### src/rtl/writeback_pkg.sv
// Shared register-file parameters, the WB-stage entry type and the read-lookup priority helper.
package regfile_params;

    localparam int unsigned XLEN  = 64;
    localparam int unsigned NREGS = 32;
    localparam int unsigned SEL_W = $clog2(NREGS);

    typedef struct packed {
        logic             valid;
        logic [SEL_W-1:0] sel;
        logic [XLEN-1:0]  data;
    } wb_entry_t;

    // Youngest producer wins: x0, then exec commit, then pending WB entry, then the array.
    function automatic logic [XLEN-1:0] rf_lookup(
        input logic [SEL_W-1:0] sel,
        input logic             commit,
        input logic [SEL_W-1:0] c_sel,
        input logic [XLEN-1:0]  c_data,
        input wb_entry_t        wb,
        input logic [XLEN-1:0]  arr
    );
        if (sel == '0)
            return '0;
        else if (commit && c_sel == sel)
            return c_data;
        else if (wb.valid && wb.sel == sel)
            return wb.data;
        else
            return arr;
    endfunction

endpackage

### src/rtl/writeback_if.sv
// Exec-commit, decode read-port and status signals between the pipeline and writeback.
interface writeback_if
    import regfile_params::*;
();

    logic             exec_stall_next;
    logic             exec_trap;
    logic             exec_is_reg_write;
    logic [SEL_W-1:0] exec_reg_write_sel;
    logic [XLEN-1:0]  exec_result;
    logic             exec_pipeline_flush;

    logic             rd_en;
    logic [SEL_W-1:0] rs1_sel;
    logic [SEL_W-1:0] rs2_sel;
    logic [XLEN-1:0]  rs1_data;
    logic [XLEN-1:0]  rs2_data;

    logic             wb_valid;
    logic [SEL_W-1:0] wb_sel;
    logic [XLEN-1:0]  wb_data;
    logic [63:0]      instret;

    modport master (
        output exec_stall_next, exec_trap, exec_is_reg_write, exec_reg_write_sel,
               exec_result, exec_pipeline_flush, rd_en, rs1_sel, rs2_sel,
        input  rs1_data, rs2_data, wb_valid, wb_sel, wb_data, instret
    );

    modport slave (
        input  exec_stall_next, exec_trap, exec_is_reg_write, exec_reg_write_sel,
               exec_result, exec_pipeline_flush, rd_en, rs1_sel, rs2_sel,
        output rs1_data, rs2_data, wb_valid, wb_sel, wb_data, instret
    );

endinterface

### src/rtl/writeback_regfile_array.sv
// Architectural register storage: one synchronous write port, two asynchronous reads, no reset.
module regfile_array #(
    parameter int unsigned XLEN  = 64,
    parameter int unsigned NREGS = 32,
    parameter int unsigned SEL_W = 5
) (
    input  logic             clk,
    input  logic             we_i,
    input  logic [SEL_W-1:0] wsel_i,
    input  logic [XLEN-1:0]  wdata_i,
    input  logic [SEL_W-1:0] rsel1_i,
    input  logic [SEL_W-1:0] rsel2_i,
    output logic [XLEN-1:0]  rdata1_o,
    output logic [XLEN-1:0]  rdata2_o
);

    logic [XLEN-1:0] mem [NREGS];

    always_ff @(posedge clk) begin
        if (we_i)
            mem[wsel_i] <= wdata_i;
    end

    assign rdata1_o = mem[rsel1_i];
    assign rdata2_o = mem[rsel2_i];

endmodule

### src/rtl/writeback.sv
// Final pipeline stage: one-cycle WB register, register-file write, forwarded decode reads, instret.
module writeback
    import regfile_params::*;
(
    input logic        clk,
    input logic        rst,
    writeback_if.slave bus
);

    logic             retire;
    logic             commit;
    wb_entry_t        wb_q, wb_d;
    logic [SEL_W-1:0] rs1_sel_q, rs2_sel_q;
    logic [SEL_W-1:0] eff1_sel, eff2_sel;
    logic [XLEN-1:0]  arr1, arr2;
    logic [XLEN-1:0]  rs1_data_q, rs1_data_d;
    logic [XLEN-1:0]  rs2_data_q, rs2_data_d;
    logic [63:0]      instret_q, instret_d;
    logic             flush_unused;

    // Flush never cancels a commit; exec already gates traps via exec_trap.
    assign flush_unused = bus.exec_pipeline_flush;

    always_comb begin
        retire = !rst && !bus.exec_stall_next && !bus.exec_trap;
        commit = retire && bus.exec_is_reg_write && (bus.exec_reg_write_sel != '0);

        wb_d       = wb_q;
        wb_d.valid = commit;
        if (commit) begin
            wb_d.sel  = bus.exec_reg_write_sel;
            wb_d.data = bus.exec_result;
        end

        eff1_sel = bus.rd_en ? bus.rs1_sel : rs1_sel_q;
        eff2_sel = bus.rd_en ? bus.rs2_sel : rs2_sel_q;

        rs1_data_d = rf_lookup(eff1_sel, commit, bus.exec_reg_write_sel, bus.exec_result, wb_q, arr1);
        rs2_data_d = rf_lookup(eff2_sel, commit, bus.exec_reg_write_sel, bus.exec_result, wb_q, arr2);

        instret_d = instret_q + (retire ? 64'd1 : 64'd0);
    end

    always_ff @(posedge clk) begin
        if (rst) begin
            wb_q       <= '0;
            rs1_sel_q  <= '0;
            rs2_sel_q  <= '0;
            rs1_data_q <= '0;
            rs2_data_q <= '0;
            instret_q  <= '0;
        end else begin
            wb_q       <= wb_d;
            rs1_data_q <= rs1_data_d;
            rs2_data_q <= rs2_data_d;
            instret_q  <= instret_d;
            if (bus.rd_en) begin
                rs1_sel_q <= bus.rs1_sel;
                rs2_sel_q <= bus.rs2_sel;
            end
        end
    end

    // A WB entry still pending when reset arrives is dropped rather than written.
    regfile_array #(
        .XLEN  (XLEN),
        .NREGS (NREGS),
        .SEL_W (SEL_W)
    ) u_array (
        .clk      (clk),
        .we_i     (wb_q.valid && !rst),
        .wsel_i   (wb_q.sel),
        .wdata_i  (wb_q.data),
        .rsel1_i  (eff1_sel),
        .rsel2_i  (eff2_sel),
        .rdata1_o (arr1),
        .rdata2_o (arr2)
    );

    assign bus.rs1_data = rs1_data_q;
    assign bus.rs2_data = rs2_data_q;
    assign bus.wb_valid = wb_q.valid;
    assign bus.wb_sel   = wb_q.sel;
    assign bus.wb_data  = wb_q.data;
    assign bus.instret  = instret_q;

endmodule

### src/flat_wrapper.sv
// flat-port wrapper written by rule: the top's interface ports become plain ports
module writeback_flat import regfile_params::*;
  (clk, rst, bus_exec_stall_next, bus_exec_trap, bus_exec_is_reg_write, bus_exec_reg_write_sel, bus_exec_result, bus_exec_pipeline_flush, bus_rd_en, bus_rs1_sel, bus_rs2_sel, bus_rs1_data, bus_rs2_data, bus_wb_valid, bus_wb_sel, bus_wb_data, bus_instret);
  writeback_if bus_i ();
  input logic clk;
  input logic rst;
  input wire logic [$bits(bus_i.exec_stall_next)-1:0] bus_exec_stall_next;
  input wire logic [$bits(bus_i.exec_trap)-1:0] bus_exec_trap;
  input wire logic [$bits(bus_i.exec_is_reg_write)-1:0] bus_exec_is_reg_write;
  input wire logic [$bits(bus_i.exec_reg_write_sel)-1:0] bus_exec_reg_write_sel;
  input wire logic [$bits(bus_i.exec_result)-1:0] bus_exec_result;
  input wire logic [$bits(bus_i.exec_pipeline_flush)-1:0] bus_exec_pipeline_flush;
  input wire logic [$bits(bus_i.rd_en)-1:0] bus_rd_en;
  input wire logic [$bits(bus_i.rs1_sel)-1:0] bus_rs1_sel;
  input wire logic [$bits(bus_i.rs2_sel)-1:0] bus_rs2_sel;
  output wire logic [$bits(bus_i.rs1_data)-1:0] bus_rs1_data;
  output wire logic [$bits(bus_i.rs2_data)-1:0] bus_rs2_data;
  output wire logic [$bits(bus_i.wb_valid)-1:0] bus_wb_valid;
  output wire logic [$bits(bus_i.wb_sel)-1:0] bus_wb_sel;
  output wire logic [$bits(bus_i.wb_data)-1:0] bus_wb_data;
  output wire logic [$bits(bus_i.instret)-1:0] bus_instret;
  assign bus_i.exec_stall_next = bus_exec_stall_next;
  assign bus_i.exec_trap = bus_exec_trap;
  assign bus_i.exec_is_reg_write = bus_exec_is_reg_write;
  assign bus_i.exec_reg_write_sel = bus_exec_reg_write_sel;
  assign bus_i.exec_result = bus_exec_result;
  assign bus_i.exec_pipeline_flush = bus_exec_pipeline_flush;
  assign bus_i.rd_en = bus_rd_en;
  assign bus_i.rs1_sel = bus_rs1_sel;
  assign bus_i.rs2_sel = bus_rs2_sel;
  assign bus_rs1_data = bus_i.rs1_data;
  assign bus_rs2_data = bus_i.rs2_data;
  assign bus_wb_valid = bus_i.wb_valid;
  assign bus_wb_sel = bus_i.wb_sel;
  assign bus_wb_data = bus_i.wb_data;
  assign bus_instret = bus_i.instret;
  writeback u_core (.clk(clk), .rst(rst), .bus(bus_i));
endmodule
### config.mk
export PLATFORM = sky130hd
export DESIGN_NAME = writeback_flat
export DESIGN_NICKNAME = d
export VERILOG_FILES = /design/src/rtl/writeback_pkg.sv /design/src/rtl/writeback_if.sv /design/src/rtl/writeback_regfile_array.sv /design/src/rtl/writeback.sv /design/src/flat_wrapper.sv
export SDC_FILE = /design/constraint.sdc
export NUM_CORES = 2
export LEC_CHECK = 0
export ABC_CLOCK_PERIOD_IN_PS = 5800
export CAP_MARGIN = 20
export CORE_MARGIN = 3
export CORE_UTILIZATION = 50
export DETAILED_ROUTE_END_ITERATION = 12
export PLACE_DENSITY_LB_ADDON = 0.08
export SLEW_MARGIN = 20
export SYNTH_ARGS = -nofsm -noshare
export SYNTH_HDL_FRONTEND = slang
export SYNTH_SLANG_ARGS = --single-unit
### constraint.sdc
create_clock -name clk -period 5.8 [get_ports clk]
set_clock_uncertainty 0.2 [all_clocks]
set_input_delay 0.58 -clock clk [delete_from_list [all_inputs] [get_ports clk]]
set_output_delay 0.58 -clock clk [all_outputs]
set_load 0.02 [all_outputs]
Yosys cells after proc, flatten, opt, wreduce, memory -nomap -nowiden
Memories as Yosys holds them, arrays and structs flattened.
Cells that the tools add are included.
{"block": "totals", "register_bits": 272, "ram_bits": 2048, "in_bits": 86, "output_inout_bits": 262, "word_cells": 40, "mem_count": 1}
{"memory": "u_core.u_array.mem", "depth": 32, "word_bits": 64, "rd": 2, "rd_clocked_by_memory_dff": 0, "write_ports": 1, "line": "writeback_regfile_array.sv:17", "source": "logic [XLEN-1:0] mem [NREGS];"}
{"block": "op_classes", "addsub": 1, "eq_ne": 4, "mux": 9, "n_reduce_logical": 17}
{"op": "64-bit two-way mux", "n": 4}
{"op": "64-bit adder", "n": 1}
{"op": "5-bit equality test", "n": 4}
{"op": "5-bit zero test", "n": 2}
{"op": "5-bit two-way mux", "n": 2}
{"op": "1-bit logical AND", "n": 9}
{"op": "5-bit nonzero test", "n": 1}
{"op": "2-bit OR reduction", "n": 2}
{"op": "1-bit zero test", "n": 3}
{"op": "1-bit two-way mux", "n": 3}

Depth between registers and ports, before layout
{"block": "logic_depth", "ltp_word": 7, "mapped_depth": 13, "mapped_depth_nobuf": 10}

Modules after synthesis
From an unflattened synthesis, not the netlist that was laid out.
{"block": "unflattened", "hier_cells": 5860, "hier_area_um2": 106631.0}
{"mod": "regfile_array", "n_inst": 1, "cells_per_inst": 4313, "area_each_um2": 94097.7, "seq_area_each_um2": 61499.0}
{"mod": "writeback", "n_inst": 1, "cells_per_inst": 1547, "area_each_um2": 12533.3, "seq_area_each_um2": 5445.2}

Least setup slack after synthesis
OpenSTA, ideal clock, no wires.
{"block": "synth_path", "path_kind": "input-to-reg", "start": "input rst", "end": "memory u_core.u_array.mem[30][0], enable pin", "setup_ps": 487, "arrival_ps": 4070, "required_time_ps": 5113, "path_slack_ps": 1043, "stages": 4, "path_buffers": 1, "cell_sequence": "nand2b_1 or3b_2 clkbuf_1 nor2_1"}
{"block": "synth_via", "elab_chain_len": 4}
{"element": "start, declared", "line": "flat_wrapper.sv:6", "source": "input logic rst;"}
{"element": "1-bit zero test", "line": "writeback.sv:71", "source": ".we_i (wb_q.valid && !rst),"}
{"element": "1-bit logical AND", "line": "writeback.sv:71"}
{"element": "1-bit two-way mux", "line": "writeback_regfile_array.sv:20", "source": "if (we_i)"}
{"element": "1-bit two-way mux (not written as such)", "line": "writeback_regfile_array.sv:21", "source": "mem[wsel_i] <= wdata_i;"}
{"element": "end, declared", "line": "writeback_regfile_array.sv:17"}
No other way between the ends.

Worst setup path in the final report
{"block": "layout_path", "start": "input bus_rd_en", "end": "register u_core.rs2_data_q[33] (netlist: u_core.bus.rs2_data[33])"}
{"block": "layout_via", "elab_chain_len": 5, "word_cells_on_any_way": 10, "cone_classes": "eq/ne: 2; mux: 3; reduce/logical: 4; memory: 1"}
{"element": "start, declared", "line": "flat_wrapper.sv:13", "source": "input wire logic [$bits(bus_i.rd_en)-1:0] bus_rd_en;"}
{"element": "5-bit two-way mux (*)"}
{"element": "parallel branches: the longest is 4 deep, another holds memory 32 x 64 bit"}
{"element": "end signal, assigned", "line": "writeback.sv:55", "source": "rs2_data_q <= rs2_data_d;"}
{"element": "end, declared", "line": "writeback.sv:17", "source": "logic [XLEN-1:0] rs2_data_q, rs2_data_d;"}
Mark *: on every way between the ends.
A chain may end at the register's enable or synchronous reset.

==> results.sh <==
export IMPL_status="complete, no violations"
export IMPL_grt_pass1_wl_mm=579
export IMPL_drt_wl_total_mm=414
export IMPL_seqCellArea_um2=67000
export IMPL_ir_drop_mv=0.365
export IMPL_clockBufferDepth=3
export IMPL_comb_power_share=0.123
export IMPL_worstPathArrival_ns=4.56
export IMPL_fin_crit_sh=0.674
export IMPL_maxCapViolCount=0
export IMPL_cts_root_buf="clkbuf_16"
export IMPL_worst_path_buf_inv=3
export IMPL_final_common_cell="nand2_1"
export IMPL_cp_end_kind="flip-flop"
export IMPL_synth_edff_count=2048
export IMPL_syn_inst=9006
export IMPL_die_h_um=469
export IMPL_grt_usage=0.368
export IMPL_worstMarginPinSlew_ns=1.23
export IMPL_cts_setup_buffers=0
export IMPL_hp_class="input port to flip-flop"
export IMPL_power_density_nw_per_um2=316
export IMPL_grt_ovfl_total=0
export IMPL_path_cells="buf_2 -> buf_4 -> mux2i_1 -> xnor2_1 -> nor4_1 -> nand3_1 -> nand3_4 -> buf_12 -> a311oi_1 -> a221o_1"
export IMPL_cp_start_kind="input port"
export IMPL_power_internal_mw=28.9
export IMPL_sw_frac_of_total=0.260
export IMPL_clock_power_share=0.407
export IMPL_drt_iter0_drc=12400
export IMPL_initial_core_util=0.504
export IMPL_core_area_um2=213000
export IMPL_p_sw_mw=10.1
export IMPL_setup_violations=0
export IMPL_drc=0
export IMPL_cpPeakStageDelay_ns=0.69
export IMPL_synth_ff_type="edfxtp_1"
export IMPL_layout_drive_gt1_share=0.102
export IMPL_synthToLayoutAreaGrowth_pct=15.1
export IMPL_cts_tree="built"
export IMPL_grt_max_degree=152
export IMPL_cts_resized=0
export IMPL_num_vias=83500
export IMPL_grt_antenna_before_repair=31
export IMPL_required_ns=6.45
export IMPL_yosysWarnings=0
export IMPL_rows=169
export IMPL_die_x_um=469
export IMPL_synth_area_per_cell_um2=11.9
export IMPL_drv_slew=0
export IMPL_dpl_cell_area_um2=115000
export IMPL_io_buffer_count=346
export IMPL_grt_pass1_vias=79100
export IMPL_slowest_stage="a311oi_1"
export IMPL_max_slew_margin_rel=0.180
export IMPL_async_flop_share=0
export IMPL_clk_pin_slew_ns=0.06
export IMPL_fill_cells=17200
export IMPL_rsz0062_at_grt="no"
export IMPL_final_area_um2=123000
export IMPL_fin_setup_tns_ns=0
export IMPL_hpwl_mm=225
export IMPL_ios=348
export IMPL_layout_common_cells="nand2_1, edfxtp_1, nand3_1"
export IMPL_cts_sinks=2320
export IMPL_hold_viol=0
export IMPL_multi_input_area_um2=37800
export IMPL_wire_per_inst_um=33.9
export IMPL_place_gp_congestion=0.862
export IMPL_crit_family="buffers and inverters"
export IMPL_min_period_ns=3.91
export IMPL_seqPwrFrac=0.470
export IMPL_netlist_area_um2=107000
export IMPL_syn_nets=9094
export IMPL_cts_buffers=240
export IMPL_clock_latency_ns=0.90
export IMPL_path_max_fanout=26
export IMPL_worst_setup_path_type="input port to flip-flop"
export IMPL_fmax_mhz=256
export IMPL_dieArea_um2=220000
export IMPL_ys_seq_area_frac=0.624
export IMPL_synth_cell_type_count=68
export IMPL_drtPass1Iterations=6
export IMPL_routed_via_density=6.84
export IMPL_synth_seq_cells=2320
export IMPL_ant_nets=0
export IMPL_leakage_nw=41.5
export IMPL_layout_nets=9253
export IMPL_htree_levels=4
==> routing by layer <==
layer | track usage | wire length, um
met5 | 0.00433 | 271
met4 | 0.191 | 24400
met3 | 0.0871 | 52700
met2 | 0.559 | 184000
met1 | 0.494 | 153000
==> power groups by stage <==
| stage | Sequential (mW) | Clock, mW | Combinational [mW] |
|---|---|---|---|
| final | 18.3 | 15.9 | 4.82 |
| after global routing | 18.3 | 16.7 | 5.01 |
| after CTS | 18.3 | 16.0 | 4.69 |
| after detailed placement | 18.7 | 0 | 4.67 |
| after global placement | 18.7 | 0 | 4.63 |
| after floorplan | 18.8 | 0 | 2.53 |
==> logic make-up after synthesis <==
family                   count (synthesis)  synth area share
XOR/XNOR                                76           0.00621
buffers and inverters                  734            0.0295
multiplexers                           932             0.108
AND/OR/NAND/NOR                       3502             0.140
flip-flops                            2320             0.624
AO/OA/AOI/OAI                         1440            0.0919
adder cells (fa/ha/maj)                  2          0.000233
==> final timing paths <==
kind	startpoint	cells after the start	endpoint	slack [ns]
setup / recovery	bus_rd_en	10	u_core.bus.rs2_data[33]$_SDFF_PP0_	1.89
setup reg to reg	u_core.rs1_sel_q[0]$_SDFF_PP0_	7	u_core.bus.rs1_data[45]$_SDFF_PP0_	2.06
hold / removal	bus_exec_result[43]	3	u_core.bus.wb_data[43]$_SDFFE_PP0P_	0.09
hold reg to reg	u_core.bus.wb_data[50]$_SDFFE_PP0P_	0	u_core.u_array.mem[15][50]$_DFFE_PP_	0.30
==> state kept, by name, indices dropped and copies added (netlist names) <==
name and count:
u_core.bus.wb_data 64, u_core.bus.wb_valid 1, u_core.rs2_sel_q 5, u_core.bus.wb_sel 5
u_core.bus.rs2_data 64, u_core.u_array.mem 2048, u_core.rs1_sel_q 5, u_core.bus.rs1_data 64
u_core.bus.instret 64
==> stage by stage <==
| step | power (mW) | utilization | setup slack (ns) | instances | hold slack [ns] |
|---|---|---|---|---|---|
| 3_5_place_dp | 23.4 | 0.542 | 1.04 | 11700 | 0.274 |
| 3_3_place_gp | 23.3 | 0.541 | 1.07 | 11700 | 0.269 |
| 2_1_floorplan | 21.3 | - | 1.04 | 9006 | 0.360 |
| 4_1_cts | 39.0 | 0.580 | 1.99 | 12200 | 0.0358 |
| 5_1_grt | 40.0 | 0.580 | 1.77 | 12200 | 0.0890 |
| 6_report | 39.0 | 0.580 | 1.89 | 12200 | 0.0856 |
==> worst register-to-register path, stage by stage, from the launching register on <==
cell	delay, ns
dfxtp_1	0.39
mux2_8	0.48
buf_4	0.67
buf_4	0.75
mux2i_1	0.29
o221ai_1	0.16
a211oi_1	0.53
o31ai_1	0.15
==> layout make-up <==
cell class / instances / share of cell area
antenna: 17 / 0.000345
clock buffer: 320 / 0.0542
clock inverter: 138 / 0.0113
inverter: 10 / 0.000324
multi-input combinational: 5952 / 0.306
sequential: 2320 / 0.543
tap: 2821 / 0.0286
timing repair buffer: 641 / 0.0567
==> timing repair <==
action	in CTS	in global routing
setup endpoints to repair	0	0
endpoints found under the hold margin	35	0
hold buffers	1	0
==> Yosys cell counts (5+ instances only) <==
master / instances / area (um2)
or3_1: 7 / 43.8
and3_1: 135 / 845
clkbuf_1: 378 / 1420
o2111ai_1: 130 / 1140
nor2_1: 116 / 435
o31ai_1: 25 / 188
o211ai_1: 14 / 105
a21oi_1: 344 / 1720
o21ai_0: 153 / 766
nand4_1: 23 / 144
nor3_1: 7 / 35.0
a221oi_1: 13 / 114
and4_1: 12 / 105
o221ai_1: 165 / 1450
buf_4: 8 / 60.1
buf_6: 7 / 78.8
xor2_1: 40 / 350
edfxtp_1: 2048 / 61500
o32ai_1: 5 / 43.8
a22oi_1: 122 / 916
o22ai_1: 144 / 901
o21ai_1: 38 / 190
nand2_1: 2245 / 8430
a211oi_1: 77 / 578
xnor2_1: 36 / 315
a31oi_1: 68 / 425
dfxtp_1: 272 / 5450
a221o_1: 63 / 631
nor4_1: 12 / 75.1
mux4_2: 180 / 4050
buf_1: 67 / 251
a311oi_1: 64 / 561
nand3_1: 905 / 4530
nand2b_1: 7 / 43.8
buf_2: 264 / 1320
inv_1: 10 / 37.5
mux2i_1: 743 / 7440
mux2_2: 5 / 56.3
(Power assumes the default switching activity.)
==> edit, RTL diff (same flow settings) <==
`NREGS` is set to 32 in 2 places; all go to 16.
--- a/src/rtl/writeback_pkg.sv
+++ b/src/rtl/writeback_pkg.sv
@@ -3,5 +3,5 @@
 
     localparam int unsigned XLEN  = 64;
-    localparam int unsigned NREGS = 32;
+    localparam int unsigned NREGS = 16;
     localparam int unsigned SEL_W = $clog2(NREGS);
 
--- a/src/rtl/writeback_regfile_array.sv
+++ b/src/rtl/writeback_regfile_array.sv
@@ -2,5 +2,5 @@
 module regfile_array #(
     parameter int unsigned XLEN  = 64,
-    parameter int unsigned NREGS = 32,
+    parameter int unsigned NREGS = 16,
     parameter int unsigned SEL_W = 5
 ) (
Interface: changed (resized bus_exec_reg_write_sel, bus_rs1_sel, bus_rs2_sel and bus_wb_sel); port bits go from 348 to 344. No check against the original RTL was run, so the function may have changed too.
==> edit against the original RTL <==
  * Worst setup slack worse by 0.48 ns
  * Via count decreased by 24%
  * Total power decreased by 42%
  * Synthesized cell count is 24% lower
  * Largest cell class unchanged
  * Design area fell by 36%
  * Sequential cell count decreased by 1027
  * Routed wire length decreased by 31%
  * Synthesized area shrank 36%
==> edit: results (changes against the original RTL) <==
- IO Port Bufs: 342 (was 346)
- Buffering overhead: 0.07126 (was 0.05667)
- Run status: finished, final reports clean (unchanged)
- Area of placed instances: 74210 µm² (was 115200 µm²)
- Final WL: 285600 µm (was 414200 µm)
- GPL Wtd Cong: 0.8832 (was 0.8620)
- Clock buffers: 210 (was 320)
- Min-Delay Endpoint: u_core.bus.rs2_data[20]$_SDFF_PP0_ (was u_core.bus.wb_data[43]$_SDFFE_PP0P_)
- Hold WS: 0.1825 ns (was 0.08558 ns)
- Fill cell count: 11270 (was 17200)
- Clk_lat worst skew: 0.81 ns (was 0.90 ns)
- Worst-path fanout max: 59 (was 26)
- Final std cells w/o fill: 8756 (was 12220)
- Switching part of the total: 0.2784 (was 0.2597)
- Sequential cell area: 36150 µm² (was 66980 µm²)
- Initial antenna violation count: 7 (was 31)
- Clock buffer count from CTS: 146 (was 240)
- Number of global-route vias before repair: 59670 (was 79140)
- EDFF count, synth: 1024 (was 2048)
- Flop pwr share: 0.453 (was 0.470)
- Slowest-stage cell, CP: dfxtp_4 (was a311oi_1)
- Synth cell count leaders: edfxtp_1 (1024), nor2_1 (926), o21ai_0 (880) (was nand2_1 (2245), edfxtp_1 (2048), nand3_1 (905))
- Min-delay src: bus_exec_result[20] (was bus_exec_result[43])
- Count of plain and timing-repair buffers: 552 (was 641)
- Drt first pass iters: 9 (was 6)
- Placed cells: 8474 (was 11740)
- Share of layout cells above drive strength 1: 0.08940 (was 0.1018)
- Max_slew headroom: 0.2170 (was 0.1801)
- Area occupied by multi-input gates: 29990 µm² (was 37770 µm²)
- Synth top area cells: edfxtp_1 (45%), dfxtp_1 (7.8%), o21ai_0 (6.4%) (was edfxtp_1 (57%), nand2_1 (7.9%), mux2i_1 (6.9%))
- Yosys cell types: 66 (was 68)
- Initial Utilization: 0.5052 (was 0.5041)
- Pint: 0.01634 W (was 0.02890 W)
- Multi-input gates: 4779 (was 5952)
- P_leak: 24.33 nW (was 41.47 nW)
- DPL Wire Length: 152900 µm (was 224900 µm)
[edit: cell count changes in the layout (fill, tap and decap cells not counted), moves of 122 or more]
| cell | change |
|---|---|
| o31ai_1 | +164 |
| nor3_1 | +129 |
| nand2_1 | -2024 |
| o2111ai_1 | -130 |
| nand3_1 | -882 |
| mux2i_1 | -609 |
| o21bai_1 | +127 |
| nor2b_1 | +127 |
| nand2b_1 | +200 |
| edfxtp_1 | -1024 |
| and3_1 | -122 |
| nor2_1 | +829 |
| o21ai_0 | +729 |
[edit: routing by layer]
layer,vias up,part of all wire,global-route usage
met4,4,0.053,0.2040
met2,5625,0.43,0.5768
met3,1069,0.14,0.1023
li1,26270,-,-
met1,30810,0.37,0.5232
met5,-,0.00010,0
[edit: stage by stage]
step           utilization  setup WS [ns]
2_1_floorplan            -         0.9682
3_3_place_gp        0.5463          1.204
3_5_place_dp        0.5464          1.185
4_1_cts             0.5805          1.452
5_1_grt             0.5809          1.314
6_report            0.5810          1.407
[edit: repair_timing]
action | CTS | global route
hold endpoints to repair | 1 | 0
hold buffers | 1 | 0
setup endpoints to repair | 0 | 0
resized for setup | 0 | 0
[edit: cell families (layout without fill, tap and decap cells)]
| family | Yosys count | count (layout) | synth area share |
|---|---|---|---|
| multiplexers | 265 | 265 | 0.05177 |
| other | 0 | 6 | 0 |
| flip-flops | 1293 | 1293 | 0.5267 |
| buffers and inverters | 744 | 897 | 0.04306 |
| XOR/XNOR | 72 | 72 | 0.009191 |
| adder cells (fa/ha/maj) | 2 | 2 | 0.0003647 |
| AO/OA/AOI/OAI | 2642 | 2642 | 0.2488 |
| AND/OR/NAND/NOR | 1798 | 1798 | 0.1202 |
